===== src/rtl/blake2_pkg.sv =====
// Shared BLAKE2 definitions: padder state encoding and per-variant block/word sizes.
// S_KPAD exists only when BLAKE2_PAD_KEY_EN is defined.
package blake2_pkg;

  localparam int unsigned BLAKE2B_BB = 128;
  localparam int unsigned BLAKE2B_W  = 64;
  localparam int unsigned BLAKE2S_BB = 64;
  localparam int unsigned BLAKE2S_W  = 32;

  typedef enum logic [1:0] {
    S_IDLE = 2'd0,
    S_DATA = 2'd1,
    S_PAD  = 2'd2
`ifdef BLAKE2_PAD_KEY_EN
    ,
    S_KPAD = 2'd3
`endif
  } pad_state_e;

endpackage


===== src/rtl/blake2_msg_pad.sv =====
// Byte-stream message padder feeding the BLAKE2 compression core: cuts BB-byte blocks,
// zero-pads the final block and tracks the byte count ll. Optional BLAKE2_PAD_KEY_EN adds a keyed first block.
module blake2_msg_pad
  import blake2_pkg::*;
#(
  parameter int unsigned BB       = 128,
  parameter int unsigned LL_W     = 64,
  parameter int unsigned BB_CLOG2 = $clog2(BB)
) (
  input  logic            clk,
  input  logic            reset,
  input  logic            in_valid_i,
  output logic            in_ready_o,
  input  logic [7:0]      in_data_i,
  input  logic            in_last_i,
  input  logic            in_empty_i,
`ifdef BLAKE2_PAD_KEY_EN
  input  logic [7:0]      key_len_i,
`endif
  input  logic            core_ready_i,
  output logic            data_v_o,
  output logic [7:0]      data_o,
  output logic            block_first_o,
  output logic            block_last_o,
  output logic [LL_W-1:0] ll_o,
  output logic            busy_o
);

  localparam logic [BB_CLOG2-1:0] BLK_LAST = BB_CLOG2'(BB - 1);
  localparam logic [LL_W-1:0]     LL_BLOCK = LL_W'(BB);

  pad_state_e            state_q, state_d;
  logic [BB_CLOG2-1:0]   cnt_q, cnt_d;
  logic                  first_q, first_d;
  logic                  last_q, last_d;
  logic [LL_W-1:0]       ll_q, ll_d;
  logic [7:0]            key_rem_q, key_rem_d;
  logic                  data_v_q, data_v_d;
  logic [7:0]            data_q, data_d;
  logic                  first_o_q, first_o_d;
  logic                  last_o_q, last_o_d;
  logic                  busy_q, busy_d;

  logic                  accept_s;
  logic                  start_s;
  logic [BB_CLOG2-1:0]   idx_s;
  logic                  cur_first_s;
  logic [LL_W-1:0]       ll_base_s;
  logic [7:0]            key_len_s;
  logic [7:0]            key_rem_s;
  logic                  in_key_s;
  logic                  blk_end_s;

`ifdef BLAKE2_PAD_KEY_EN
  assign key_len_s = key_len_i;
`else
  assign key_len_s = 8'd0;
`endif

  assign in_ready_o  = core_ready_i & ((state_q == S_IDLE) | (state_q == S_DATA));
  assign accept_s    = in_valid_i & in_ready_o;

  // A beat taken in IDLE opens a new message: index 0 of block 0, count restarts.
  assign start_s     = (state_q == S_IDLE);
  assign idx_s       = start_s ? {BB_CLOG2{1'b0}} : cnt_q;
  assign cur_first_s = start_s | first_q;
  assign ll_base_s   = start_s ? {LL_W{1'b0}} : ll_q;
  assign key_rem_s   = start_s ? key_len_s : key_rem_q;
  assign in_key_s    = (key_rem_s != 8'd0);
  assign blk_end_s   = (idx_s == BLK_LAST);

  // Next-state, counter and output-byte computation
  always_comb begin
    state_d   = state_q;
    cnt_d     = cnt_q;
    first_d   = first_q;
    last_d    = last_q;
    ll_d      = ll_q;
    key_rem_d = key_rem_q;
    data_v_d  = 1'b0;
    data_d    = 8'h00;
    first_o_d = 1'b0;
    last_o_d  = 1'b0;
    case (state_q)
      S_IDLE, S_DATA: begin
        if (accept_s && !in_empty_i) begin
          data_v_d  = 1'b1;
          data_d    = in_data_i;
          first_o_d = cur_first_s;
          last_o_d  = in_last_i;
          cnt_d     = idx_s + BB_CLOG2'(1);
          first_d   = cur_first_s & ~blk_end_s;
          last_d    = in_last_i;
          ll_d      = ll_base_s + LL_W'(1);
          key_rem_d = in_key_s ? (key_rem_s - 8'd1) : 8'd0;
`ifdef BLAKE2_PAD_KEY_EN
          // Closing the key block: ll accounts for the whole padded block.
          if (in_key_s && ((key_rem_s == 8'd1) || in_last_i)) begin
            ll_d      = LL_BLOCK;
            key_rem_d = 8'd0;
            if (in_last_i) begin
              state_d = blk_end_s ? S_IDLE : S_PAD;
            end else begin
              state_d = blk_end_s ? S_DATA : S_KPAD;
            end
          end else if (in_last_i) begin
            state_d = blk_end_s ? S_IDLE : S_PAD;
          end else begin
            state_d = S_DATA;
          end
`else
          if (in_last_i) begin
            state_d = blk_end_s ? S_IDLE : S_PAD;
          end else begin
            state_d = S_DATA;
          end
`endif
        end else if (accept_s && in_last_i) begin
          // End marker with no byte: pad from the current index with last set.
          first_d   = cur_first_s;
          cnt_d     = idx_s;
          last_d    = 1'b1;
          key_rem_d = 8'd0;
          ll_d      = (in_key_s && !start_s) ? LL_BLOCK : ll_base_s;
          state_d   = S_PAD;
        end else begin
          state_d = state_q;
        end
      end
      S_PAD: begin
        if (core_ready_i) begin
          data_v_d  = 1'b1;
          first_o_d = first_q;
          last_o_d  = last_q;
          cnt_d     = cnt_q + BB_CLOG2'(1);
          state_d   = (cnt_q == BLK_LAST) ? S_IDLE : S_PAD;
        end else begin
          state_d = state_q;
        end
      end
`ifdef BLAKE2_PAD_KEY_EN
      S_KPAD: begin
        if (core_ready_i) begin
          data_v_d  = 1'b1;
          first_o_d = first_q;
          last_o_d  = 1'b0;
          cnt_d     = cnt_q + BB_CLOG2'(1);
          if (cnt_q == BLK_LAST) begin
            state_d = S_DATA;
            first_d = 1'b0;
          end else begin
            state_d = S_KPAD;
          end
        end else begin
          state_d = state_q;
        end
      end
`endif
      default: begin
        state_d = S_IDLE;
      end
    endcase
    busy_d = (state_d != S_IDLE);
  end

  // State, counters and registered outputs
  always_ff @(posedge clk or posedge reset) begin
    if (reset) begin
      state_q   <= S_IDLE;
      cnt_q     <= {BB_CLOG2{1'b0}};
      first_q   <= 1'b0;
      last_q    <= 1'b0;
      ll_q      <= {LL_W{1'b0}};
      key_rem_q <= 8'd0;
      data_v_q  <= 1'b0;
      data_q    <= 8'h00;
      first_o_q <= 1'b0;
      last_o_q  <= 1'b0;
      busy_q    <= 1'b0;
    end else begin
      state_q   <= state_d;
      cnt_q     <= cnt_d;
      first_q   <= first_d;
      last_q    <= last_d;
      ll_q      <= ll_d;
      key_rem_q <= key_rem_d;
      data_v_q  <= data_v_d;
      data_q    <= data_d;
      first_o_q <= first_o_d;
      last_o_q  <= last_o_d;
      busy_q    <= busy_d;
    end
  end

  assign data_v_o      = data_v_q;
  assign data_o        = data_q;
  assign block_first_o = first_o_q;
  assign block_last_o  = last_o_q;
  assign ll_o          = ll_q;
  assign busy_o        = busy_q;

endmodule


===== config.mk =====
export PLATFORM = sky130hd
export DESIGN_NAME = blake2_msg_pad
export DESIGN_NICKNAME = d
export VERILOG_FILES = /design/src/rtl/blake2_pkg.sv /design/src/rtl/blake2_msg_pad.sv
export SDC_FILE = /design/constraint.sdc
export NUM_CORES = 1
export LEC_CHECK = 0
export CORE_MARGIN = 2
export CORE_UTILIZATION = 57
export DETAILED_ROUTE_END_ITERATION = 6
export PLACE_DENSITY_LB_ADDON = 0.2
export SKIP_CTS_REPAIR_TIMING = 1
export SYNTH_ARGS = -nofsm -noshare
export SYNTH_HDL_FRONTEND = slang
export SYNTH_SLANG_ARGS = --single-unit

===== constraint.sdc =====
create_clock -name clk -period 8.7 [get_ports clk]
set_clock_uncertainty 0.15 [all_clocks]
set_input_delay 1.74 -clock clk [delete_from_list [all_inputs] [get_ports clk]]
set_output_delay 1.74 -clock clk [all_outputs]
set_load 0.01 [all_outputs]

==> results of run 1 <==
==> per-stage QoR <==
step / util / cell area, um2
final: 0.719 / 7060
after detailed placement: 0.694 / 6810
after floorplan: - / 5800
after global placement: 0.694 / 6810
after CTS: 0.719 / 7060
after global routing: 0.719 / 7060
==> registers in the layout (all words and copies together), names as in the netlist <==
register	count
block_first_o	1
block_last_o	1
busy_o	1
cnt_q	7
data_o	8
data_v_o	1
first_q	1
key_rem_q	8
last_q	1
ll_o	64
state_q	2
==> cells in the final DEF (no fill, tap or decap), types with 7 or more instances in the layout <==
cell and n:
o41ai_1 10, a21oi_1 29, nand2_1 90, nor4_1 16
a31oi_1 16, nor2_1 30, a2bb2oi_1 16, o31ai_1 12
a2111o_1 7, inv_1 15, nor3_1 28, nand4_1 29
o211ai_1 19, and2_1 18, o21ai_0 22, clkdlybuf4s50_1 90
or4_1 7, dfrtp_1 95, buf_4 10, clkbuf_8 10
nand3_1 37, and3_1 12, o22a_1 9, o21ai_1 8
==> worst register-to-register path, cell delays in order (launching register included) <==
cell and delay, ns:
dfrtp_1 0.33, buf_4 0.34, or2_1 0.67, nand2_1 0.18, inv_1 0.09, ha_1 0.20
nand3_1 0.20, nor4_2 0.36, nand4_1 0.59, or3_1 0.55, o311ai_1 0.27
==> cell type report <==
| cell class | count | area [um2] | area share |
|---|---|---|---|
| clock buffers | 11 | 141 | 0.0200 |
| clock inverters | 5 | 104 | 0.0147 |
| inverters | 17 | 65.1 | 0.00922 |
| multi-input cells | 515 | 3230 | 0.457 |
| flip-flops and latches | 95 | 2380 | 0.337 |
| well taps | 133 | 166 | 0.0236 |
| repair buffers | 100 | 976 | 0.138 |
==> kinds of logic (layout without fill, tap and decap cells) <==
group	Yosys count	in the layout	share of synthesized area
compound gates	208	208	0.264
flops	95	95	0.410
mux	5	5	0.00863
fa+ha+maj	5	5	0.0108
simple gates	297	297	0.268
buf+inv	56	133	0.0382
==> report_power, final <==
group          switching, mW  internal [mW]  total [mW]
combinational          0.410          0.220       0.630
clock                  0.163          0.200       0.363
sequential            0.0577          0.495       0.552
total                  0.630          0.914        1.54
==> worst max path at each step <==
| stage | from | endpoint | slack (ns) | cells after the start |
|---|---|---|---|---|
| 2_1_floorplan | reset | block_first_o | 4.33 | 1 |
| 3_3_place_gp | core_ready_i | ll_o[52] | 3.62 | 6 |
| 3_5_place_dp | core_ready_i | ll_o[48] | 3.39 | 6 |
| 4_1_cts | core_ready_i | in_ready_o | 3.74 | 3 |
| 5_1_grt | core_ready_i | ll_o[52] | 3.48 | 6 |
| 6_report | core_ready_i | ll_o[52] | 3.74 | 6 |
==> routing by layer <==
metal / track usage / vias to the layer above
met2: 0.507 / 353
met4: 0.120 / 0
met3: 0.0505 / 39
li1: - / 2731
met1: 0.447 / 2895
met5: 0 / -
==> run_results.csv, run 1 <==
group,metric,value,unit
outcome,status,"finished, final reports clean",
sta,whs,0.345,ns
setup_path,r2r_end,"ll_o[52]",
die,die-area,11000,um2
setup_path,cp_num_buf_inv,1,
die,die-width,105,um
setup_path,end_kind,"flip-flop",
die,num_rows,36,
setup_path,path_class,"primary input to flip-flop",
synth,synthCells,666,
synth,yosysTopAreaCell,"dfrtp_1",
placed_design,dp.cells,860,
detailed_routing,top_layer_used,"met4",
setup_path,worstSetupStartpointType,"primary input",
clock_network,clk_path_buf_depth,2,
detailed_routing,dr.pass1.iters,7,
sta,period_share,0.571,
die,core_area,9820,um2
clock_network,cts-root-buf,"clkbuf_8",
clock_network,cts_tree,"built",
finish,instances_no_fill,876,
detailed_routing,ant_nets,0,
finish,fillers,801,
hold_path,holdPathStages,1,
placed_design,port_buffers,90,
sta,rsz0062_at_grt,"false",
finish,n_antenna_cell,0,
global_routing,grt_max_degree,56,
sta,setup_ws,3.74,ns
sta,setup_viol,0,
hold_path,hold_path.class,"flip-flop to flip-flop",
hold_path,holdPathEnd,"last_q",
flow_run,cap_violations,0,
synth,ys_seq_area_frac,0.410,
setup_path,worstPathRequired,8.82,ns
placed_design,dpl_worst_slack,3.39,ns
die,die_h,105,um
synth,synthFlopType,"dfrtp_1",
clock_network,clock-sinks,95,
detailed_routing,vias,6018,
hold_path,min-delay-start,"last_q",
sta,maxSlewHeadroom,0.293,
synth,async_flop_share,1.00,
power,leakage,2.70,nW
setup_path,path_cells,"clkdlybuf4s50_1, nand4bb_1, nor4_2, nand4_1, or3_1, o311ai_1",
global_routing,grt_first_pass_wirelength,28.8,mm
sta,setup_tns,0,ns
synth,synth_edf_count,0,
synth,synth.most_common_cell,"dfrtp_1",
setup_path,reg2reg_from,"state_q[0]",
die,ios,91,
setup_path,r2r_slack,4.67,ns
detailed_routing,wl_met1,7.37,mm
power,fin_total_pwr,1.54,mW
global_routing,antenna_found_initial,0,
finish,nets,757,
synth,synth.area.top_cells,"dfrtp_1 (41%), nand2_1 (5.8%), nand3_1 (3.2%)",
sta,max_slew.worst_pin.slew,1.05,ns
power,irDropWorstVdd,0.170,mV
setup_path,cpLargestDelayFamily,"simple AND/OR/NAND/NOR gates",
detailed_routing,drt_iter0_drc,463,
setup_path,crit_slowest_cell,"nand4bb_1",
setup_path,cp_slowest_stage_delay,0.67,ns
sta,min_period,4.96,ns
sta,final_max_slew_viol_count,0,
clock_network,h-tree-depth,3,
synth,syn_avg_cell_area,8.71,um2
clock_network,path_clk_slew,0.09,ns
synth,yosysUniqueCellTypes,67,
synth,synth_top_area_share,0.410,
global_routing,grt_util_all_layers,0.321,
power,power.density,219,nW/um2
synth,synth_seq_cells,95,
global_routing,gr-total-overflow,0,
detailed_routing,met3WireLength,1.64,mm
placed_design,routabilityCongestion,0.894,
detailed_routing,finalWirelength,17.7,mm
setup_path,reg2reg_depth,10,
synth,syn_area,5800,um2
global_routing,grt_pass1_vias,5657,
placed_design,dpl.hpwl,12.1,mm
detailed_routing,met2WireLength,8.31,mm
finish,drive_gt1_frac,0.0552,
setup_path,path_max_fanout,17,
setup_path,worst-endpoint-arrival,5.08,ns
clock_network,cts_buffers,9,
sta,fmax,201,MHz
clock_network,clk_latency,0.37,ns
detailed_routing,avgRoutedWirePerCell,20.2,um
sta,hold_violations,0,
finish,area_delta_synth_final,21.7,%
synth,synth_common_cells,"dfrtp_1 (95), nand2_1 (90), nand3_1 (37)",
synth,synth_nets,685,
detailed_routing,drcViolationCount,0,
die,initial_core_util,0.590,
detailed_routing,avgViaCountPerCell,6.87,
synth,yosys_warnings,0,
No activity file was read; power rests on OpenSTA's default activity.
==> run 2, diff against run 1 <==
--- a/config.mk
+++ b/config.mk
@@ -6,7 +6,7 @@
 export NUM_CORES = 1
 export LEC_CHECK = 0
 export CORE_MARGIN = 2
-export CORE_UTILIZATION = 57
+export CORE_UTILIZATION = 49
 export DETAILED_ROUTE_END_ITERATION = 6
 export PLACE_DENSITY_LB_ADDON = 0.2
 export SKIP_CTS_REPAIR_TIMING = 1
==> constraint.sdc (replaced) <==
create_clock -name clk -period 4.3 [get_ports clk]
set_clock_uncertainty 0.15 [all_clocks]
set_input_delay 0.86 -clock clk [delete_from_list [all_inputs] [get_ports clk]]
set_output_delay 0.86 -clock clk [all_outputs]
set_load 0.01 [all_outputs]
==> run 2 against run 1 <==
Against the previous run:
- sequential share of layout area down 0.37 points
- largest power group unchanged
- critical endpoint is now ll_o[57]
- worst setup slack worse by 2.8 ns
- sequential power grew 110%
- largest cell class unchanged
==> run_results.csv, run 2 (same netlist as run 1, synthesis figures left out) <==
group,metric,value,unit
global_routing,grt_max_degree,45,
setup_path,cp_slowest_stage_delay,0.63,ns
power,leakage,2.72,nW
die,core_area,11500,um2
setup_path,worstSetupStartpointType,"primary input",
detailed_routing,drcViolationCount,0,
setup_path,crit_slowest_cell,"clkdlybuf4s50_1",
clock_network,cts_tree,"built",
finish,nets,763,
sta,maxSlewHeadroom,0.327,
setup_path,cp_num_buf_inv,1,
die,die_h,113,um
die,num_rows,39,
sta,final_max_slew_viol_count,0,
global_routing,grt_pass1_vias,5429,
sta,hold_violations,0,
placed_design,dpl.hpwl,12.1,mm
global_routing,grt_first_pass_wirelength,28.7,mm
clock_network,h-tree-depth,3,
sta,setup_viol,0,
finish,largest_reg_flops,64,
outcome,status,"finished, final reports clean",
setup_path,cpLargestDelayFamily,"simple AND/OR/NAND/NOR gates",
detailed_routing,ant_nets,0,
flow_run,cap_violations,0,
global_routing,met2_usage,0.424,
sta,setup_tns,0,ns
finish,postLayoutCellArea,7140,um2
setup_path,worst-endpoint-arrival,3.41,ns
finish,drive_gt1_frac,0.0615,
global_routing,gr-total-overflow,0,
detailed_routing,dr.pass1.iters,5,
finish,final_common_cell,"dfrtp_1",
setup_path,path_max_fanout,9,
sta,min_period,3.34,ns
global_routing,grt-busiest-layer,"met2",
hold_path,hold_path.class,"flip-flop to flip-flop",
die,initial_core_util,0.506,
clock_network,clk_path_buf_depth,2,
setup_path,reg2reg_from,"state_q[1]",
sta,period_share,0.776,
clock_network,path_clk_slew,0.07,ns
finish,instances_no_fill,891,
finish,n_antenna_cell,0,
global_routing,gr-usage-met1,0.401,
placed_design,routabilityCongestion,0.924,
placed_design,place_area,6870,um2
clock_network,cts-root-buf,"clkbuf_16",
global_routing,antenna_found_initial,0,
finish,final_util,0.622,
detailed_routing,vias,6035,
placed_design,port_buffers,90,
detailed_routing,avgViaCountPerCell,6.77,
sta,max_slew.worst_pin.slew,1.00,ns
finish,final_cell_mix,"dfrtp_1 (95), nand2_1 (90), clkdlybuf4s50_1 (90)",
detailed_routing,finalWirelength,17.7,mm
die,ios,91,
placed_design,dpl_worst_slack,0.673,ns
setup_path,path_class,"primary input to flip-flop",
global_routing,met3_usage,0.0557,
power,power.density,441,nW/um2
setup_path,path_cells,"clkdlybuf4s50_1, nand4bb_1, nor4_1, nand4_1, o41ai_1, a21boi_1",
setup_path,critPathLaunch,"core_ready_i",
die,die-area,12700,um2
setup_path,end_kind,"flip-flop",
die,die-width,113,um
detailed_routing,drt_iter0_drc,680,
clock_network,clock-sinks,95,
sta,rsz0062_at_grt,"false",
hold_path,min-delay-start,"last_q",
sta,setup_ws,0.964,ns
finish,area_delta_synth_final,23.1,%
power,irDropWorstVdd,0.368,mV
global_routing,grt_util_all_layers,0.281,
sta,fmax,300,MHz
placed_design,dp.cells,876,
clock_network,clk_latency,0.36,ns
clock_network,cts_buffers,9,
detailed_routing,avgRoutedWirePerCell,19.9,um
setup_path,worstPathRequired,4.37,ns
==> run 2: cell types whose count changed in the layout (fill, tap and decap cells not counted), sizes merged <==
cell / delta
bufinv: -3
clkinv: +1
clkinvlp: +3
buf: +6
clkbuf: -1
inv: -1
==> run 2: cell type report <==
type / count / area [um2]
flip-flops and latches: 95 / 2380
inverters: 17 / 65.1
clock inverters: 5 / 36.3
repair buffers: 106 / 1020
multi-input cells: 515 / 3230
fillers: 976 / 4330
well taps: 143 / 179
clock buffers: 10 / 229
==> run 2: report_power, final <==
group / switching, mW / internal [mW] / total [mW]
Sequential: 0.136 / 1.00 / 1.14
Combinational: 0.811 / 0.454 / 1.26
Clock: 0.353 / 0.389 / 0.742
Total: 1.30 / 1.84 / 3.14
==> run 2: final timing paths <==
kind	end	slack, ns	cells past startpoint
min	last_q	0.35	1
max reg2reg	ll_o[47]	1.00	6
min in group asynchronous	ll_o[3]	0.74	2
min reg2reg	last_q	0.35	1
max in group asynchronous	ll_o[29]	2.35	3
max	ll_o[57]	0.96	6
==> run 2: layer usage <==
layer,up-vias,part of all wire
met5,-,0
met4,0,0.020
met3,36,0.084
met2,334,0.46
met1,2916,0.44
li1,2749,-
==> run 2: stage by stage <==
step | power [mW] | hold slack (ns)
floorplan | 1.99 | 0.300
global placement | 2.35 | 0.320
detailed placement | 2.39 | 0.328
CTS | 3.13 | 0.343
global route | 3.34 | 0.358
finish | 3.14 | 0.352
